--- config.mk ---
export PLATFORM = sky130hd
export DESIGN_NAME = program_loader
export DESIGN_NICKNAME = d
export VERILOG_FILES = /design/src/rtl/program_loader.sv
export SDC_FILE = /design/constraint.sdc
export NUM_CORES = 1
export LEC_CHECK = 0
export CORE_ASPECT_RATIO = 1.4
export CORE_MARGIN = 3
export CORE_UTILIZATION = 30
export CTS_BUF_LIST = sky130_fd_sc_hd__clkbuf_8
export CTS_CLUSTER_DIAMETER = 200
export DETAILED_ROUTE_END_ITERATION = 6
export SYNTH_ARGS = -nofsm -noshare
export SYNTH_HDL_FRONTEND = slang
export SYNTH_SLANG_ARGS = --single-unit
--- constraint.sdc ---
create_clock -name clk -period 1.6 [get_ports clk]
set_clock_uncertainty 0.15 [all_clocks]
set_input_delay 0.32 -clock clk [delete_from_list [all_inputs] [get_ports clk]]
set_output_delay 0.32 -clock clk [all_outputs]
set_load 0.005 [all_outputs]
--- src/rtl/program_loader.sv ---
// ---------------------------------------------------------------------------
// program_loader
//
// Boot-time loader in front of the 8-bit Memory write port. A byte stream
// arriving over a valid/ready handshake is written to consecutive Memory
// addresses starting at START_ADDR. The CPU is held in reset (cpu_hold=1)
// and the Memory write port belongs to this block until the image has been
// completely written.
//
// Optional build macro: PROGRAM_LOADER_CHECKSUM_EN
//   When defined, the byte carrying in_last is a modulo-256 checksum of the
//   written bytes rather than data. A match finishes the load normally; a
//   mismatch (or running off the top address) parks the loader in ERROR with
//   the CPU still held. Adds the checksum_err output.
//
// Ports:
//   clk          system clock, rising edge
//   reset        synchronous, active-low reset
//   in_valid     in_data / in_last valid this cycle
//   in_data      byte to load
//   in_last      final byte of the image
//   in_ready     loader accepts a byte this cycle (LOAD only)
//   mem_we       one-cycle Memory write strobe
//   mem_addr     Memory write address
//   mem_wdata    Memory write data
//   cpu_hold     1 = CPU kept in reset, loader owns the memory bus
//   done         load completed successfully (sticky)
//   overflow     image ran past the top address without in_last (sticky)
//   checksum_err checksum mismatch (sticky, checksum build only)
//   byte_count   number of bytes written to Memory
// ---------------------------------------------------------------------------
module program_loader #(
  parameter int unsigned       ADDR_W     = 8,
  parameter int unsigned       DATA_W     = 8,
  parameter logic [ADDR_W-1:0] START_ADDR = '0
) (
  input  logic              clk,
  input  logic              reset,
  input  logic              in_valid,
  input  logic [DATA_W-1:0] in_data,
  input  logic              in_last,
  output logic              in_ready,
  output logic              mem_we,
  output logic [ADDR_W-1:0] mem_addr,
  output logic [DATA_W-1:0] mem_wdata,
  output logic              cpu_hold,
  output logic              done,
  output logic              overflow,
`ifdef PROGRAM_LOADER_CHECKSUM_EN
  output logic              checksum_err,
`endif
  output logic [ADDR_W:0]   byte_count
);

  localparam logic [2:0] ST_INIT  = 3'd0;
  localparam logic [2:0] ST_LOAD  = 3'd1;
  localparam logic [2:0] ST_DRAIN = 3'd2;
  localparam logic [2:0] ST_DONE  = 3'd3;
  localparam logic [2:0] ST_ERROR = 3'd4;

  logic [2:0]        r_state;
  logic [ADDR_W-1:0] r_addr;
  logic              r_in_ready;
  logic              r_mem_we;
  logic [ADDR_W-1:0] r_mem_addr;
  logic [DATA_W-1:0] r_mem_wdata;
  logic              r_cpu_hold;
  logic              r_done;
  logic              r_overflow;
  logic [ADDR_W:0]   r_byte_count;

  logic [2:0]        w_next_state;
  logic              w_xfer;
  logic              w_at_top;
  logic              w_write;
  logic              w_ovf;

`ifdef PROGRAM_LOADER_CHECKSUM_EN
  logic [7:0]        r_sum;
  logic              r_checksum_err;
  logic              w_ck_xfer;
  logic              w_ck_bad;
`endif

  // -------------------------------------------------------------------------
  // Transfer decode and next-state logic
  // -------------------------------------------------------------------------
  always_comb begin
    w_xfer   = (r_state == ST_LOAD) && r_in_ready && in_valid;
    w_at_top = (r_addr == '1);

`ifdef PROGRAM_LOADER_CHECKSUM_EN
    // The in_last byte is the checksum and never reaches Memory.
    w_ck_xfer = w_xfer && in_last;
    w_ck_bad  = w_ck_xfer && (in_data[7:0] != r_sum);
    w_write   = w_xfer && !in_last;
    w_ovf     = w_write && w_at_top;
`else
    w_write   = w_xfer;
    w_ovf     = w_xfer && w_at_top && !in_last;
`endif

    w_next_state = r_state;
    case (r_state)
      ST_INIT: begin
        w_next_state = ST_LOAD;
      end
      ST_LOAD: begin
`ifdef PROGRAM_LOADER_CHECKSUM_EN
        if (w_ck_bad || w_ovf) begin
          w_next_state = ST_ERROR;
        end else if (w_ck_xfer) begin
          w_next_state = ST_DRAIN;
        end
`else
        // Forced end at the top address finishes the load like in_last.
        if (w_xfer && (in_last || w_at_top)) begin
          w_next_state = ST_DRAIN;
        end
`endif
      end
      ST_DRAIN: begin
        w_next_state = ST_DONE;
      end
      ST_DONE, ST_ERROR: begin
        w_next_state = r_state;
      end
      default: begin
        w_next_state = ST_INIT;
      end
    endcase
  end

  // -------------------------------------------------------------------------
  // State, counters and registered outputs
  // -------------------------------------------------------------------------
  always_ff @(posedge clk) begin
    if (!reset) begin
      r_state      <= ST_INIT;
      r_addr       <= START_ADDR;
      r_in_ready   <= 1'b0;
      r_mem_we     <= 1'b0;
      r_mem_addr   <= '0;
      r_mem_wdata  <= '0;
      r_cpu_hold   <= 1'b1;
      r_done       <= 1'b0;
      r_overflow   <= 1'b0;
      r_byte_count <= '0;
    end else begin
      r_state    <= w_next_state;
      // Registered ready: asserted exactly while the next state is LOAD.
      r_in_ready <= (w_next_state == ST_LOAD);
      r_mem_we   <= w_write;

      if (w_write) begin
        r_mem_addr   <= r_addr;
        r_mem_wdata  <= in_data;
        r_byte_count <= r_byte_count + 1'b1;
        // The address counter saturates at the top instead of wrapping.
        if (!w_at_top) begin
          r_addr <= r_addr + 1'b1;
        end
      end

      if (w_ovf) begin
        r_overflow <= 1'b1;
      end

      if (w_next_state == ST_DONE) begin
        r_cpu_hold <= 1'b0;
        r_done     <= 1'b1;
      end
    end
  end

`ifdef PROGRAM_LOADER_CHECKSUM_EN
  always_ff @(posedge clk) begin
    if (!reset) begin
      r_sum          <= '0;
      r_checksum_err <= 1'b0;
    end else begin
      if (w_write) begin
        r_sum <= r_sum + in_data[7:0];
      end
      if (w_ck_bad) begin
        r_checksum_err <= 1'b1;
      end
    end
  end

  assign checksum_err = r_checksum_err;
`endif

  assign in_ready   = r_in_ready;
  assign mem_we     = r_mem_we;
  assign mem_addr   = r_mem_addr;
  assign mem_wdata  = r_mem_wdata;
  assign cpu_hold   = r_cpu_hold;
  assign done       = r_done;
  assign overflow   = r_overflow;
  assign byte_count = r_byte_count;

endmodule

# == Word-level counts from Yosys, hierarchy flattened ==
# Index checks and enable logic that the tools add are counted.
# word_totals
wordCells,32
reg_bits,41
# classes
bitwise,1
n_reduce_logical,10
eq_ne,7
n_mux,2
addsub,2
# ops
cell,n
$pmux W3 S4,1
$add A9 B1 Y9 const B,1
$eq A3 B2 Y1 const B,3
$add A8 B1 Y8 const B,1
$eq A8 B8 Y1 const B,1
$eq A3 B1 Y1 const B,2
$logic_and A1 B1 Y1,5
$eq A3 B3 Y1 const B,1
$logic_not A3 Y1,1
$mux W3,1
$reduce_and A2 Y1,1
$reduce_or A2 Y1,1
$logic_not A1 Y1,1
$logic_or A1 B1 Y1,1
$not A1 Y1,1

# == Longest topological paths before layout ==
# logic_depth
word_depth,7
mapped_depth,7
depth_no_buf,5

# == Worst setup path after synthesis ==
# Ideal clock, no wire load.
# synth_timing
path_kind,reg2reg
startpoint,reg r_state[1]
endpoint,"reg r_byte_count[7], in the netlist byte_count[7]"
path_slack_ns,-0.076
arrival_time_ns,1.455
period_less_slack_ns,1.676
path_stages_with_launch,6
path_cell_list,dfxtp_1 -> buf_6 -> and4bb_2 -> nand2_4 -> or4_1 -> a21oi_1
# synth_between
elab_chain_cells,3
# synth_rtl
element,line_no,source
"start, declared",61,logic [2:0] r_state;
"start signal, assigned",150,r_state <= w_next_state;
$eq A3 B1 Y1,89,w_xfer = (r_state == ST_LOAD) && r_in_ready && in_valid;
$logic_and A1 B1 Y1 (2 in a row),89,
"end signal, assigned",158,r_byte_count <= r_byte_count + 1'b1;
"end, declared",70,logic [ADDR_W:0] r_byte_count;
# Every way passes these cells.
# A chain may end at the register's enable or synchronous reset.

# == Worst setup path in the final report ==
# Ends and elaborated chain as after synthesis.

==> flow_summary.toml <==
[detailed_routing]
vias = 1520
firstDrtPassIters = 4
drt_iter0_markers = 51
via_per_inst = 4.68
ant_nets = 0
wl_per_cell_um = 12.3
drc = 0
drt_wl_total_mm = 4.01

[power]
switching_power_w = 0.000421
total_power_w = 0.00204
power.share.sequential = 0.517
intPower_w = 0.00162
powerDensity_nw_per_um2 = 824
ir_worst_vdd_v = 0.000372
p_comb_frac = 0.071
swShare = 0.207
p_leak_nw = 1.23
p_clk_frac = 0.412

[critical_path]
crit_fanout = 7
r2r_start = "r_state[1]"
worstPathRequired_ns = 1.67
ff2ff_setup_slack_ns = 0.05
cp-end-kind = "flip-flop"
rr_worst_depth = 4
worst-setup-path-type = "reg -> reg"
cp.arrival_ns = 1.62
timing.critical_path.from = "r_state[1]"
start_kind = "flip-flop"
reg2reg_to = "byte_count[7]"

[finish]
final_util = 0.472
nNetsFinal = 272
syn_to_final_growth_pct = 50.0
drive_gt1_frac = 0.228
diodes = 0

[synth]
synth_edf_count = 0
syn_inst = 193
postSynthAreaPerCell_um2 = 8.54
ys.flop_type = "dfxtp_1"
ys_top_cells_by_count = "45 x nand2_1, 41 x dfxtp_1, 23 x a21oi_1"
synth_top_area_frac = 0.498
yosysMostFrequentCell = "nand2_1"
ys_ff_latch = 41
synth.area.top_cells = "dfxtp_1 50%, nand2_1 10%, a21oi_1 7.0%, nor2_1 2.3%, nor4_1 2.3%"
ys_seq_area_frac = 0.498
syn_nets = 207
ys_warn_count = 0
synth_largest_area_cell = "dfxtp_1"
synth_cell_types = 35
synth_area_um2 = 1650
async_flop_share = 0

[global_routing]
grt_max_degree = 18
grt_pass1_vias = 1423
antenna_found_initial = 0
grt_overflow = 0
grt_usage = 0.131
grt_pass1_wl_mm = 6.45

[timing]
slew_headroom = 0.783
fmax_ghz = 0.646
post-route-min-period_ns = 1.55
finalSetupViolCount = 0
min_period_over_period = 0.968
hold_violations = 0
fin_ws_ns = 0.0509
slew_viol_final = 0
rsz0062_at_grt = "true"
tightest_slew_ns = 0.322

[placement]
io_buffers = 41
pre_cts_slack_ns = -0.505
gp_congestion = 0.762
hpwlAfterDp_mm = 2.81

[hold_path]
min-delay-start = "mem_addr[3]"
hold_class = "reg -> reg"
min_to = "mem_addr[3]"
holdPathStages = 2

[clocking]
cts_num_sinks = 41
clkTransAtPathRegs_ns = 0.08
clock_latency_ns = 0.29
cts_tree = "yes"
clockBufferDepth = 2
cts_root_buffer = "clkbuf_8"
cts_buffers = 5
htreeDepth = 2

[floorplanning]
die_h_um = 93.7
die_w_um = 68.7
initial_core_util = 0.315
rows = 31
die_area_um2 = 6440
ioPinCount = 42
coreArea_um2 = 5240

[run_status]
status = "finished, final reports clean"

[flow_run]
cap_viol_max_count = 0
[metrics by stage]
step / instance area (um^2) / cells / setup TNS [ns] / hold WS, ns
4_1_cts: 2410 / 322 / 0 / 0.307
2_1_floorplan: 1660 / 193 / 0 / 0.303
3_5_place_dp: 2250 / 311 / -11.98 / 0.298
3_3_place_gp: 2250 / 311 / -10.92 / 0.292
6_report: 2470 / 325 / 0 / 0.302
5_1_grt: 2470 / 325 / -0.0745 / 0.323
[power groups by stage]
| stage | registers (W) | logic, W | clock network (W) |
|---|---|---|---|
| after floorplan | 0.00107 | 0.0000671 | 0 |
| after global placement | 0.00108 | 0.000146 | 0 |
| after detailed placement | 0.00108 | 0.000146 | 0 |
| after CTS | 0.00105 | 0.000145 | 0.000867 |
| after global routing | 0.00106 | 0.000159 | 0.000905 |
| final | 0.00105 | 0.000145 | 0.000841 |
[routing by layer]
metal | up-vias | track usage | share of wire
li1 | 799 | - | -
met1 | 681 | 0.163 | 0.45
met2 | 33 | 0.214 | 0.49
met3 | 7 | 0.0323 | 0.044
met4 | 0 | 0.0464 | 0.015
met5 | - | 0 | 0
[registers in the layout (all words and copies together) (netlist names)]
| name | flops |
|---|---|
| byte_count | 9 |
| mem_addr | 8 |
| mem_wdata | 8 |
| r_addr | 8 |
| r_state | 3 |
| cpu_hold | 1 |
| done | 1 |
| in_ready | 1 |
| mem_we | 1 |
| overflow | 1 |
[worst max-delay path, cell delays in order, from the launching register on]
cell      delay (ns)
dfxtp_2         0.32
and4bb_4        0.39
nand2_4         0.10
or4_1           0.40
a21oi_1         0.12
[cell type report]
class	instances	area, um^2
clock buffer	6	82.6
multi-input combinational	138	795
tap	66	82.6
inverter	4	15.0
sequential	41	841
timing repair buffer	68	624
fill	544	2760
clock inverter	2	33.8
[cells in the final DEF (no fill, tap or decap), drive strengths merged, types with 2 or more instances in the layout]
| cell type | Yosys | final |
|---|---|---|
| a21oi | 23 | 23 |
| o21a | 3 | 3 |
| clkbuf | 6 | 6 |
| dfxtp | 41 | 41 |
| nand3 | 6 | 6 |
| o21ai | 5 | 5 |
| mux2i | 2 | 2 |
| nand2 | 46 | 46 |
| o211a | 2 | 2 |
| nor2 | 10 | 10 |
| buf | 5 | 27 |
| xor2 | 2 | 2 |
| xnor2 | 3 | 3 |
| clkdlybuf4s50 | 0 | 11 |
| ha | 2 | 2 |
| dlygate4sd2 | 0 | 18 |
| nor4 | 6 | 6 |
| nor3 | 2 | 2 |
| nand4 | 4 | 4 |
| o31ai | 2 | 2 |
| nand2b | 2 | 2 |
| and3 | 5 | 5 |
| or3 | 2 | 2 |
| inv | 4 | 5 |
| dlymetal6s2s | 0 | 12 |
| and2 | 1 | 2 |
[timing repair]
action | CTS | global route
hold buffers | 0 | 0
pin swaps | 1 | 6
hold endpoints to repair | 0 | 0
cloned | 1 | 0
endpoints found under the setup margin | 49 | 23
setup buffers | 2 | 3
resized for setup | 36 | 17
[kinds of logic (layout without fill, tap and decap cells)]
| kind of cell | Yosys count | count (layout) | share of synthesized area |
|---|---|---|---|
| and+or+nand+nor | 87 | 88 | 0.250 |
| AOI/OAI and AO/OA | 41 | 41 | 0.152 |
| muxes | 2 | 2 | 0.0121 |
| xor gates and xnor gates | 5 | 5 | 0.0266 |
| DFF | 41 | 41 | 0.498 |
| adders and majority gates | 2 | 2 | 0.0152 |
| buffers and inverters | 15 | 80 | 0.0470 |
[worst max path at each step]
stage	end	slack [ns]	cells after the start
floorplan	r_addr[2]	0.006	7
global placement	overflow	-0.46	6
detailed placement	overflow	-0.50	6
CTS	mem_addr[0]	0.001	1
global route	byte_count[8]	-0.03	6
finish	byte_count[7]	0.05	4
Note: power is estimated with default switching activity, not from simulation.
